## config.mk

```make
export PLATFORM = sky130hd
export DESIGN_NAME = tap_tempo_detector
export DESIGN_NICKNAME = d
export VERILOG_FILES = /design/src/rtl/tap_tempo_detector.sv
export SDC_FILE = /design/constraint.sdc
export NUM_CORES = 1
export LEC_CHECK = 0
export ABC_CLOCK_PERIOD_IN_PS = 7800
export CAP_MARGIN = 20
export CORE_ASPECT_RATIO = 0.75
export CORE_MARGIN = 2
export CORE_UTILIZATION = 26
export CTS_BUF_LIST = sky130_fd_sc_hd__clkbuf_16
export CTS_CLUSTER_SIZE = 25
export DETAILED_ROUTE_END_ITERATION = 8
export PLACE_DENSITY = 0.43
export SYNTH_ARGS = -nofsm -noshare
export SYNTH_HDL_FRONTEND = slang
export SYNTH_SLANG_ARGS = --single-unit
```

## constraint.sdc

```tcl
create_clock -name clk -period 7.8 [get_ports clk]
set_input_delay 1.17 -clock clk [delete_from_list [all_inputs] [get_ports clk]]
set_output_delay 1.17 -clock clk [all_outputs]
set_load 0.01 [all_outputs]
```

## src/rtl/tap_tempo_detector.sv

```systemverilog
// Tap-tempo detector: synchronizes and debounces a tap input, measures beat
// intervals, tracks a running-average period and shows the beat index on a 7-segment digit.
module tap_tempo_detector #(
  parameter int unsigned CLK_HZ          = 27000000,
  parameter int unsigned DEBOUNCE_CYCLES = 270000,
  parameter int unsigned MIN_PERIOD      = 6750000,
  parameter int unsigned MAX_PERIOD      = 54000000
) (
  input  logic        clk,
  input  logic        rst_n,
  input  logic        tap_in,
  output logic        tap_pulse,
  output logic [31:0] period_out,
  output logic        period_valid,
  output logic        locked,
  output logic [3:0]  beat_num,
  output logic        a,
  output logic        b,
  output logic        c,
  output logic        d,
  output logic        e,
  output logic        f,
  output logic        g
);

  localparam int unsigned DEB_W    = (DEBOUNCE_CYCLES > 1) ? $clog2(DEBOUNCE_CYCLES) : 1;
  localparam logic [DEB_W-1:0] DEB_LAST = DEB_W'(DEBOUNCE_CYCLES - 1);
  localparam logic [31:0] MIN_L    = 32'(MIN_PERIOD);
  localparam logic [31:0] MAX_L    = 32'(MAX_PERIOD);
  localparam logic [31:0] SAT_L    = 32'(MAX_PERIOD + 1);

  localparam logic [1:0] S_IDLE  = 2'd0;
  localparam logic [1:0] S_ARMED = 2'd1;
  localparam logic [1:0] S_TRACK = 2'd2;

  logic             sync1_q, sync2_q;
  logic             deb_q, deb_d;
  logic [DEB_W-1:0] deb_cnt_q, deb_cnt_d;
  logic             tap_pulse_q, tap_pulse_d;
  logic [31:0]      cnt_q, cnt_d;
  logic [1:0]       state_q, state_d;
  logic [31:0]      period_q, period_d;
  logic             valid_q, valid_d;
  logic [3:0]       beat_q, beat_d;
  logic [6:0]       seg_q, seg_d;
  logic             locked_q, locked_d;
  logic [31:0]      interval_s;
  logic [32:0]      sum_s;
  logic             unused_clk_hz_s;

  assign unused_clk_hz_s = (CLK_HZ != 32'd0);

  function automatic logic [6:0] seg_of(input logic [3:0] n);
    case (n)
      4'd1:    seg_of = 7'b0110000;
      4'd2:    seg_of = 7'b1101101;
      4'd3:    seg_of = 7'b1111001;
      4'd4:    seg_of = 7'b0110011;
      4'd5:    seg_of = 7'b1011011;
      4'd6:    seg_of = 7'b1011111;
      4'd7:    seg_of = 7'b1110000;
      4'd8:    seg_of = 7'b1111111;
      default: seg_of = 7'b0000000;
    endcase
  endfunction

  // Debounce: the level flips only after DEBOUNCE_CYCLES consecutive differing samples.
  always_comb begin
    deb_d       = deb_q;
    deb_cnt_d   = {DEB_W{1'b0}};
    tap_pulse_d = 1'b0;
    if (sync2_q != deb_q) begin
      if (deb_cnt_q == DEB_LAST) begin
        deb_d       = sync2_q;
        tap_pulse_d = sync2_q;
      end else begin
        deb_cnt_d = deb_cnt_q + DEB_W'(1);
      end
    end else begin
      deb_cnt_d = {DEB_W{1'b0}};
    end
  end

  // Tempo FSM; the counter holds (elapsed cycles - 1) since the last clearing tap.
  always_comb begin
    interval_s = cnt_q + 32'd1;
    sum_s      = {1'b0, period_q} + {1'b0, interval_s};
    state_d    = state_q;
    cnt_d      = (cnt_q == SAT_L) ? cnt_q : cnt_q + 32'd1;
    period_d   = period_q;
    valid_d    = 1'b0;
    beat_d     = beat_q;
    case (state_q)
      S_IDLE: begin
        if (tap_pulse_q) begin
          state_d = S_ARMED;
          beat_d  = 4'd1;
          cnt_d   = 32'd0;
        end else begin
          state_d = S_IDLE;
        end
      end
      S_ARMED, S_TRACK: begin
        if (tap_pulse_q) begin
          if (interval_s < MIN_L) begin
            state_d = state_q;
          end else if (interval_s <= MAX_L) begin
            state_d  = S_TRACK;
            period_d = (state_q == S_TRACK) ? sum_s[32:1] : interval_s;
            valid_d  = 1'b1;
            beat_d   = (beat_q >= 4'd8) ? 4'd1 : beat_q + 4'd1;
            cnt_d    = 32'd0;
          end else begin
            state_d = S_ARMED;
            beat_d  = 4'd1;
            cnt_d   = 32'd0;
          end
        end else if (cnt_q == SAT_L) begin
          state_d = S_IDLE;
          beat_d  = 4'd0;
        end else begin
          state_d = state_q;
        end
      end
      default: begin
        state_d = S_IDLE;
        beat_d  = 4'd0;
      end
    endcase
    seg_d    = seg_of(beat_d);
    locked_d = (state_d == S_TRACK);
  end

  // State and output registers with synchronous active-low reset.
  always_ff @(posedge clk) begin
    if (!rst_n) begin
      sync1_q     <= 1'b0;
      sync2_q     <= 1'b0;
      deb_q       <= 1'b0;
      deb_cnt_q   <= {DEB_W{1'b0}};
      tap_pulse_q <= 1'b0;
      cnt_q       <= 32'd0;
      state_q     <= S_IDLE;
      period_q    <= 32'd0;
      valid_q     <= 1'b0;
      beat_q      <= 4'd0;
      seg_q       <= 7'b0000000;
      locked_q    <= 1'b0;
    end else begin
      sync1_q     <= tap_in;
      sync2_q     <= sync1_q;
      deb_q       <= deb_d;
      deb_cnt_q   <= deb_cnt_d;
      tap_pulse_q <= tap_pulse_d;
      cnt_q       <= cnt_d;
      state_q     <= state_d;
      period_q    <= period_d;
      valid_q     <= valid_d;
      beat_q      <= beat_d;
      seg_q       <= seg_d;
      locked_q    <= locked_d;
    end
  end

  assign tap_pulse             = tap_pulse_q;
  assign period_out            = period_q;
  assign period_valid          = valid_q;
  assign locked                = locked_q;
  assign beat_num              = beat_q;
  assign {a, b, c, d, e, f, g} = seg_q;

endmodule

```

# After elaboration in Yosys (flattened, before gate mapping)
# Memory sizes are Yosys's and may differ from the RTL's. A register that Yosys moved wholly into a read port is not among the register bits.
# Cells that the tools add are included.
[op_classes]
addsub = 4
magnitude_cmp = 3
eq_ne = 6
muxes = 20
n_bitwise = 5
reduce_logical = 8
[op_table]
columns = ["op", "count"]
rows = [
  ["$mux W32", 5],
  ["$pmux W32 S2", 1],
  ["$add A32 B32 Y33", 1],
  ["$add A32 B1 Y32 const B", 1],
  ["$eq A32 B26 Y1 const B", 1],
  ["$le A32 B26 Y1 const B", 1],
  ["$lt A32 B23 Y1 const B", 1],
  ["$mux W4", 6],
  ["$add A19 B1 Y19 const B", 1],
  ["$eq A19 B19 Y1 const B", 1],
  ["$mux W2", 4],
  ["$pmux W4 S2", 1],
  ["$not A1 Y1", 5],
  ["$add A4 B1 Y4 const B", 1],
  ["$eq A2 B2 Y1 const B", 2],
  ["$ge A4 B4 Y1 const B", 1],
  ["$pmux W2 S2", 1],
  ["$reduce_and A4 Y1", 1],
  ["$reduce_or A4 Y1", 1],
  ["$reduce_and A3 Y1", 1],
  ["$reduce_or A3 Y1", 1],
  ["$eq A2 B1 Y1 const B", 1],
  ["$logic_not A2 Y1", 1],
  ["$mux W1", 2],
  ["4 further kinds", 4],
]
[word_totals]
register_bits = 95
mem_bits_ro = 112
inputBits = 3
mem_count = 1
[memory_table]
columns = ["memory", "depth", "word_bits", "rd", "rd_clocked_by_memory_dff", "wr", "line", "text"]
rows = [
  ["(no name shown)", 16, 7, 1, 1, 0, "54", "case (n)"],
]

# Depth between registers and ports, before layout
[logic_depth]
depth_word = 7
depth_mapped = 18

# Worst setup path after synthesis
# Ideal clock, no wire load.
[synth_path]
path_kind = "register to register"
from = "register cnt_q[1]"
to = "register period_q[27], in the netlist period_out[27]"
arrival_time_ns = 3.842
slack_ns = 3.825
stages_incl_launch_ff = 17
synth_period_minus_slack_ns = 3.975
path_cell_list = "dfxtp_1 -> ha_1 -> nand3_1 -> or4_1 -> or3_1 -> and2_1 -> inv_1 -> ha_1 -> and2_1 -> a31oi_1 -> o21ai_0 -> a221oi_1 -> o21bai_1 -> a21o_1 -> a2111oi_0 -> nand3b_1 -> a21oi_1"
[synth_via]
elab_chain_len = 4
[synth_rtl]
columns = ["element", "line", "text"]
rows = [
  ["start: declaration", "40", "logic [31:0] cnt_q, cnt_d;"],
  ["start signal: assignment", "155", "cnt_q <= cnt_d;"],
  ["$add A32 B1 Y32 *", "86", "interval_s = cnt_q + 32'd1;"],
  ["$lt A32 B23 Y1", "105", "if (interval_s < MIN_L) begin"],
  ["$not A1 Y1 (no line)", "-", ""],
  ["$reduce_and A4 Y1 (no line)", "-", ""],
  ["end signal: assignment", "157", "period_q <= period_d;"],
  ["end: declaration", "42", "logic [31:0] period_q, period_d;"],
]
# Mark *: on every way between the ends. The rest lies on a longest branch, timed or not.
# A chain may end at the register's enable or synchronous reset.

# Worst setup path after layout
[layout_path]
from = "register cnt_q[0]"
to = "register period_q[27], in the netlist period_out[27]"
# Same word-level chain as after synthesis.

==> qor.csv <==
metric,value,unit
relSlewSlack,0.371,
globalRouteOverflowTotal,0,
cts_sinks,102,
synth_seq_cells,102,
postSynthCellCount,857,
multi_input_area,4240,sq um
design_area,7800,sq um
crit_required,8.05,ns
final_nets,938,
cts_setup_buffers,0,
die_w,188,um
synth-async-reset-ratio,0,
ys_types,73,
end_kind,flip-flop,
yosysWarnings,0,
power_density,136,nW/um^2
rows,50,
finalSetupViolCount,0,
cts_inserted_buffers,9,
dr_total_vias,5940,
min_period,5.03,ns
drt_iter0_drc,304,
holdBufCountCts,0,
grt_antenna_before_repair,0,
status,completed,
fp.dieH,142,um
dp_hpwl,13.5,mm
crit_fanout,12,
routabilityCongestion,0.775,
yosys_most_used_dff,dfxtp_1,
grt_pass1_wl,30.1,mm
netlist_area,6620,sq um
firstDrtPassIters,6,
clock-root-buffer,clkbuf_16,
layout-drive-gt1-share,0.0502,
area_growth,17.8,%
drc,0,
clk-insertion-delay-late,0.36,ns
io_buffers,48,
grt_pass1_vias,5480,
grtUsageTotal,0.142,
wl_per_cell,15.1,um
timing.setup.tns,0,ns
seq_area_frac_synth,0.308,
fillCellCount,2674,
fin_crit_sh,0.645,
rsz0062_at_grt,no,
rrSetupSlack,2.77,ns
cp-endpoint,period_out[27]$_SDFFE_PN0P_,
drv_slew,0,
worstSetupPathType,flip-flop to flip-flop,
syn_avg_cell_area,7.72,sq um
grt_start_max_net_pins,59,
antennaDiodeCount,0,
placed_area,7450,sq um
htree_levels,3,
layout_setup_ws,2.77,ns
hold_viol,0,
cellLeakagePower,3.18,nW
core_area,25000,sq um
synth_edf_count,0,
fin_worst_skew,0.00996,ns
cts_buffer_depth,2,
drt-total-wl,18.6,mm
clock.fmax,199,MHz
r2r-end,period_out[27]$_SDFFE_PN0P_,
drv_cap,0,
path_clk_slew,0.08,ns
worst_pin_slew,0.944,ns
r2r_cells,16,
cts_tree,built,
synth_nets,903,
io_pins,49,
cts_resized,0,
ant_nets,0,
cp.arrival,5.28,ns
viasPerCell,4.81,
register_area,2040,sq um
start_kind,flip-flop,
r2r_start,cnt_q[0]$_SDFF_PN0_,
start_util,0.265,
ir_worst_vdd,0.0953,mV
dieArea,26800,sq um
hp-class,flip-flop to flip-flop,
dpl_worst_slack,2.80,ns
critPathLaunch,cnt_q[0]$_SDFF_PN0_,
critical path, stage by stage, from the launching register on:
cell       delay (ns)
dfxtp_1          0.58
ha_1             0.36
nand3_1          0.26
nor4_2           0.63
xnor2_1          0.28
inv_1            0.09
ha_1             0.34
a21oi_1          0.25
o21ai_0          0.16
a31oi_1          0.22
o21ai_0          0.19
a221oi_1         0.44
o21bai_1         0.24
a21o_1           0.25
a2111oi_0        0.38
nand3b_1         0.16
a21oi_1          0.08
how the worst min path moves through the flow:
stage               slack [ns]  cells after the start               start                 end
finish                    0.44                      1  sync1_q$_SDFF_PN0_  sync2_q$_SDFF_PN0_
global route              0.45                      1  sync1_q$_SDFF_PN0_  sync2_q$_SDFF_PN0_
CTS                       0.44                      1  sync1_q$_SDFF_PN0_  sync2_q$_SDFF_PN0_
detailed placement        0.42                      1  sync1_q$_SDFF_PN0_  sync2_q$_SDFF_PN0_
global placement          0.42                      1  sync1_q$_SDFF_PN0_  sync2_q$_SDFF_PN0_
floorplan                 0.41                      1  sync1_q$_SDFF_PN0_  sync2_q$_SDFF_PN0_
state kept, by name (all words and copies together) (netlist names):
| name | count |
|---|---|
| sync1_q | 1 |
| tap_pulse | 1 |
| state_q | 2 |
| period_valid | 1 |
| beat_num | 4 |
| sync2_q | 1 |
| deb_cnt_q | 19 |
| locked | 1 |
| cnt_q | 32 |
| period_out | 32 |
| seg_q | 7 |
| deb_q | 1 |
power by group:
| part | internal (mW) | switching [mW] | leakage, nW |
|---|---|---|---|
| combinational | 0.00906 | 0.0173 | 2.21 |
| sequential | 0.522 | 0.00377 | 0.822 |
| clock | 0.282 | 0.226 | 0.148 |
| total | 0.814 | 0.247 | 3.18 |
Yosys cell counts, types with 15 or more instances:
cell type	instances	share of area
a21o_1	15	0.017
a21oi_1	69	0.052
clkbuf_1	24	0.014
dfxtp_1	102	0.31
ha_1	42	0.079
inv_1	62	0.035
nand2_1	59	0.033
nand3_1	34	0.026
nand4_1	18	0.017
nor2_1	131	0.074
nor3_1	15	0.011
o21ai_0	31	0.023
xnor2_1	43	0.057
xor2_1	29	0.038
cell type report:
class / count / share of cell area
multi-input cells: 662 / 0.543
inverters: 63 / 0.0303
clock inverters: 7 / 0.0124
well taps: 338 / 0.0542
clock buffers: 9 / 0.0289
flip-flops and latches: 102 / 0.262
repair buffers: 54 / 0.0690
kinds of logic after synthesis:
logic type / share of synthesized area
AND/OR/NAND/NOR: 0.271
AO/OA/AOI/OAI: 0.183
flip-flops: 0.308
buffers and inverters: 0.0537
XOR/XNOR: 0.0977
adder cells (fa/ha/maj): 0.0824
multiplexers: 0.00454
per-stage QoR:
step	std cells	hold WS, ns	utilization	total power [mW]
floorplan	857	0.412	-	0.555
global route	1235	0.455	0.312	1.10
global placement	1218	0.421	0.299	0.564
CTS	1234	0.441	0.312	1.08
finish	1235	0.436	0.312	1.06
detailed placement	1218	0.423	0.299	0.564
cells in the final DEF, fill, tap and decap left out, drive strengths merged, types with 6 or more instances in the layout:
| cell | instances |
|---|---|
| a21oi | 70 |
| a31oi | 12 |
| ha | 42 |
| a211oi | 10 |
| and3 | 12 |
| nand4 | 21 |
| dfxtp | 102 |
| xnor2 | 44 |
| o21ai | 35 |
| nand3 | 34 |
| xor2 | 29 |
| buf | 6 |
| nor4 | 16 |
| nor3 | 16 |
| nor2b | 12 |
| clkbuf | 9 |
| a21o | 15 |
| and2 | 12 |
| o21bai | 6 |
| nand2 | 59 |
| or4 | 8 |
| nor2 | 132 |
| o211ai | 10 |
| inv | 63 |
| or2 | 6 |
| clkdlybuf4s50 | 48 |
routing by layer:
metal	vias up	wire, um	part of all wire	GRT usage
li1	3090	-	-	-
met1	2760	10200	0.55	0.213
met2	78	7590	0.41	0.207
met3	12	562	0.030	0.0237
met4	0	192	0.010	0.0365
met5	-	0	0	0
Note: power is estimated with default switching activity, not from simulation.
